File: src/rtl/regulation_test_seq.sv
// Test-mode sequencer: raises enable_regulation, waits for ok_regulation, drives tmi,
// settles, then serially captures tdo and returns it through a valid/ready response.
module regulation_test_seq #(
  parameter int CAP_WIDTH      = 16,
  parameter int SETTLE_CYCLES  = 16,
  parameter int SAMPLE_DIV     = 4,
  parameter int TIMEOUT_CYCLES = 1024
) (
  input  logic                           clk,
  input  logic                           rst,
  input  logic                           cmd_valid,
  output logic                           cmd_ready,
  input  logic [4:0]                     cmd_mode,
  input  logic [$clog2(CAP_WIDTH+1)-1:0] cmd_len,
  output logic                           rsp_valid,
  input  logic                           rsp_ready,
  output logic [CAP_WIDTH-1:0]           rsp_data,
  output logic                           rsp_timeout,
  output logic [4:0]                     tmi,
  input  logic                           tdo,
  output logic                           enable_regulation,
  input  logic                           ok_regulation,
  output logic                           busy
);

  localparam int LW = $clog2(CAP_WIDTH + 1);
  localparam int TW = $clog2(TIMEOUT_CYCLES);
  localparam int SW = $clog2(SETTLE_CYCLES + 1);
  localparam int DW = $clog2(SAMPLE_DIV + 1);

  localparam logic [TW-1:0] TIMER_LAST  = TW'(TIMEOUT_CYCLES - 1);
  localparam logic [SW-1:0] SETTLE_LAST = SW'(SETTLE_CYCLES - 1);
  localparam logic [DW-1:0] DIV_LAST    = DW'(SAMPLE_DIV - 1);
  localparam logic [LW-1:0] LEN_MAX     = LW'(CAP_WIDTH);

  localparam logic [2:0] IDLE    = 3'd0;
  localparam logic [2:0] WAIT_OK = 3'd1;
  localparam logic [2:0] SETMODE = 3'd2;
  localparam logic [2:0] SETTLE  = 3'd3;
  localparam logic [2:0] CAPTURE = 3'd4;
  localparam logic [2:0] RELEASE = 3'd5;
  localparam logic [2:0] RESP    = 3'd6;

  logic [2:0]           state;
  logic [4:0]           mode;
  logic [LW-1:0]        len;
  logic [LW-1:0]        bitcnt;
  logic [TW-1:0]        timer;
  logic [SW-1:0]        settle_cnt;
  logic [DW-1:0]        div_cnt;
  logic [CAP_WIDTH-1:0] shift_reg;
  logic                 ok_meta, ok_s;
  logic                 tdo_meta, tdo_s;

  assign busy = (state != IDLE);

  // Two-flop synchronizers for the asynchronous status and data inputs
  always_ff @(posedge clk) begin
    if (rst) begin
      ok_meta  <= 1'b0;
      ok_s     <= 1'b0;
      tdo_meta <= 1'b0;
      tdo_s    <= 1'b0;
    end else begin
      ok_meta  <= ok_regulation;
      ok_s     <= ok_meta;
      tdo_meta <= tdo;
      tdo_s    <= tdo_meta;
    end
  end

  // Sequencer state machine and all registered outputs
  always_ff @(posedge clk) begin
    if (rst) begin
      state             <= IDLE;
      mode              <= 5'd0;
      len               <= '0;
      bitcnt            <= '0;
      timer             <= '0;
      settle_cnt        <= '0;
      div_cnt           <= '0;
      shift_reg         <= '0;
      cmd_ready         <= 1'b0;
      rsp_valid         <= 1'b0;
      rsp_data          <= '0;
      rsp_timeout       <= 1'b0;
      tmi               <= 5'd0;
      enable_regulation <= 1'b0;
    end else begin
      case (state)
        IDLE: begin
          if (cmd_valid && cmd_ready) begin
            mode              <= cmd_mode;
            len               <= (cmd_len > LEN_MAX) ? LEN_MAX : cmd_len;
            shift_reg         <= '0;
            timer             <= '0;
            enable_regulation <= 1'b1;
            cmd_ready         <= 1'b0;
            state             <= WAIT_OK;
          end else begin
            cmd_ready <= 1'b1;
          end
        end
        WAIT_OK: begin
          timer <= timer + TW'(1);
          // ok_s is tested first so it wins over a coincident timeout
          if (ok_s) begin
            state <= SETMODE;
          end else if (timer == TIMER_LAST) begin
            rsp_timeout <= 1'b1;
            shift_reg   <= '0;
            state       <= RELEASE;
          end else begin
            state <= WAIT_OK;
          end
        end
        SETMODE: begin
          tmi        <= mode;
          settle_cnt <= '0;
          div_cnt    <= '0;
          bitcnt     <= '0;
          state      <= SETTLE;
        end
        SETTLE: begin
          if (settle_cnt == SETTLE_LAST) begin
            state <= (len == LW'(0)) ? RELEASE : CAPTURE;
          end else begin
            settle_cnt <= settle_cnt + SW'(1);
          end
        end
        CAPTURE: begin
          if (div_cnt == DIV_LAST) begin
            div_cnt   <= '0;
            shift_reg <= {shift_reg[CAP_WIDTH-2:0], tdo_s};
            bitcnt    <= bitcnt + LW'(1);
            if ((bitcnt + LW'(1)) == len) begin
              state <= RELEASE;
            end else begin
              state <= CAPTURE;
            end
          end else begin
            div_cnt <= div_cnt + DW'(1);
          end
        end
        RELEASE: begin
          tmi               <= 5'd0;
          enable_regulation <= 1'b0;
          rsp_data          <= shift_reg;
          rsp_valid         <= 1'b1;
          state             <= RESP;
        end
        RESP: begin
          if (rsp_ready) begin
            rsp_valid   <= 1'b0;
            rsp_timeout <= 1'b0;
            cmd_ready   <= 1'b1;
            state       <= IDLE;
          end else begin
            state <= RESP;
          end
        end
        default: begin
          tmi               <= 5'd0;
          enable_regulation <= 1'b0;
          rsp_valid         <= 1'b0;
          cmd_ready         <= 1'b0;
          state             <= IDLE;
        end
      endcase
    end
  end

endmodule

File: config.mk
export PLATFORM = sky130hd
export DESIGN_NAME = regulation_test_seq
export DESIGN_NICKNAME = d
export VERILOG_FILES = /design/src/rtl/regulation_test_seq.sv
export SDC_FILE = /design/constraint.sdc
export NUM_CORES = 1
export LEC_CHECK = 0
export ABC_AREA = 1
export CORE_MARGIN = 3
export CORE_UTILIZATION = 50
export DETAILED_ROUTE_END_ITERATION = 7
export HOLD_SLACK_MARGIN = 0.15
export MAX_ROUTING_LAYER = met4
export PLACE_DENSITY = 0.76
export SETUP_SLACK_MARGIN = 0.5
export SYNTH_ARGS = -nofsm -noshare
export SYNTH_HDL_FRONTEND = slang
export SYNTH_SLANG_ARGS = --single-unit
File: constraint.sdc
create_clock -name clk -period 1.4 [get_ports clk]
set_input_delay 0.42 -clock clk [delete_from_list [all_inputs] [get_ports clk]]
set_output_delay 0.42 -clock clk [all_outputs]
set_load 0.05 [all_outputs]
==> results.md <==
* Status: finished, violations left
* Violated checks: setup timing
* Post-Syn Area at 0.00351 mm²
* Root Driver: clkbuf_8
* Worst vdd ir at 0.882 mV
* Fin. max-slew vios at 0
* Most instantiated cells after synthesis: nand2_1, dfxtp_1, nor2_1
* Final Cycle Share at 1.33
* Clock buffer depth at 2
* Netlist cell types at 35
* Die Area at 0.00806 mm²
* Max Cap Viol at 0
* Die height at 89.8 µm
* P_leak at 0.00252 µW
* Crit path DAT at 2.15 ns
* Share of layout cells above drive strength 1 at 0.542
* Syn. warnings at 0
* Via count at 4816
* Count leader, synth: nand2_1
* Drt first pass iters at 8
* Via/cell ratio at 6.64
* Boundary Pins at 42
* Ys async rst share at 0
* Die X at 89.8 µm
* Final Hold Viols at 0
* Total clock sinks at 81
* Worst path top cell family by delay: simple AND/OR/NAND/NOR gates
* Gr usage total at 0.317
* Hold_buf cts at 0
* Cell count after synthesis at 476
* Worst Setup End Kind: flop
* Port Buffer Count at 41
* Ranking of synthesized cells by area: dfxtp_1, nand2_1, a21oi_1, nor2_1, inv_1
* Inserted Clock Buffers at 9
* Synth area leader: dfxtp_1
* Area Overhead vs Synth at 79.1%
* Crit-path slowest cell: dfxtp_2
* Clock Latency Late Sink at 0.36 ns
* Post-layout min period at 1.86 ns
* CP Class: flop to flop
* Worst EP required at 1.69 ns
* Register area share after synthesis at 0.462
* Worst-path cell chain: inv_4 > nand2_4 > nor2_4 > buf_4 > nand2_2 > nand2_2 > nor3_4 > nand2_4 > buf_6 > nand2_1 > nand2_1 > nor2_1
* Clk slew on worst S/H paths at 0.10 ns
* Initial antenna violation count at 1
* Worst-path fanout max at 6
* Syn_nets at 497
* First-pass GRT wire length at 20.2 mm
* RSZ-0062 raised after global routing: true
* Remaining DRCs at 0
* CP startpoint: state[1]
* Min Hold Slack at 0.433 ns
* TritonCTS clock tree: yes
* FP Rows at 29
* DP Wirelength at 6.04 mm
* Drt wl/cell at 25.9 µm
* Congestion Overflow GR at 0
* Peak Freq at 0.536 GHz
* Routed WL at 18.7 mm
* Largest net degree at the start of global routing at 22
* Antenna viol nets, final at 0
* Setup Viol. Count Final at 62
* Hold depth at 2
* Worst setup SP type: flop
* Nets@finish at 648
* FF+latch count, synth at 81
* Power density cells at 1030 mW/mm²
* Htree depth at 3
* Global placement routability congestion at 0.890
* Commonest register cell after synthesis: dfxtp_1
* Slew margin rel. at 0.769
* Worst Hold Class: flop to flop
* Tightest Pin Transition at 0.343 ns
* Reg-to-reg startpoint: state[1]
* Clock skew at 0.0186 ns
* Worst path bufs/invs at 3
* Number of global-route vias before repair at 4112
* DP Worst Slack at -0.446 ns
* Post-Syn Area per Cell at 7.37 µm²
* Core Region at 0.00657 mm²
* Worst reg-to-reg path cell count at 12
* Max stage delay on crit path at 0.41 ns
* Util after Layout at 0.957
* Post-synth EDFFs at 0
* Setup ws final at -0.465 ns
* Starting DRC count in detailed routing at 592
* Synth top area share at 0.462
* WP depth at 12
* Initial Util at 0.534
* Hold path start: tdo_meta
-- worst min-delay path: cells and delay by family, from the launching register on --
family / cells / cell delay [ns]
AND/OR/NAND/NOR: 1 / 0.04
flip-flops: 1 / 0.31
buffers and inverters: 1 / 0.05
-- layout by cell type, fill, tap and decap left out, types with 11 or more instances in the layout --
master	instances
nand2_1	60
nand3_1	15
nor2_1	52
clkdlybuf4s50_1	11
o21ai_1	16
inv_1	41
buf_4	67
o21ai_2	22
dfxtp_2	29
buf_12	30
nor2_4	13
dfxtp_1	43
a21oi_2	29
nand2_2	19
buf_6	44
a21oi_1	27
-- area by class of cell --
class	count	area [µm²]
Clock buffer	10	128
Tap cell	93	116
Inverter	57	256
Clock inverter	5	81.3
Timing Repair Buffer	160	1830
Multi-Input combinational cell	318	2170
Sequential cell	81	1690
Antenna cell	1	2.50
Fill cell	153	285
-- path summary, 6_finish.rpt --
check                      end  slack (ns)
setup reg to reg  shift_reg[9]       -0.46
hold reg to reg          tdo_s        0.43
setup / recovery  shift_reg[9]       -0.46
hold / removal           tdo_s        0.43
-- metrics by stage --
step	std cells	TNS, ns	power, µW	instance area [µm²]
floorplan	476	-0.0509	3370	3730
global placement	646	-13.31	3690	4770
detailed placement	646	-15.27	3740	4770
CTS	694	-2.15	5850	5640
global route	725	-14.18	6530	6280
finish	725	-12.93	6450	6280
-- layer usage --
layer,part of all wire,up-vias,GRT usage,wire [µm]
li1,-,1856,-,-
met1,0.33,2209,0.347,6110
met2,0.45,522,0.557,8530
met3,0.10,229,0.0484,1910
met4,0.12,0,0.166,2200
met5,0,-,-,0
-- power by group --
group,internal [µW],leakage (µW),total (µW),switching [µW]
clock network,1000,0.000103,1980,982
registers,2470,0.000679,2640,170
logic,715,0.00173,1830,1110
-- kinds of logic (layout without fill, tap and decap cells) --
kind of cell	after synthesis	after routing	synth area share
other	0	1	0
and+or+nand+nor	203	203	0.256
DFF	81	81	0.462
xor gates and xnor gates	2	2	0.00499
adders and majority gates	5	5	0.0178
buffers and inverters	77	232	0.0959
AOI/OAI and AO/OA	108	108	0.163
-- timing repair --
action,4_1_cts,5_1_grt
buffers inserted,28,29
resized for setup,115,105
cloned,5,1
pin swaps,25,29
endpoints found under the setup margin,107,103
Power figures use the tool's default switching activity.
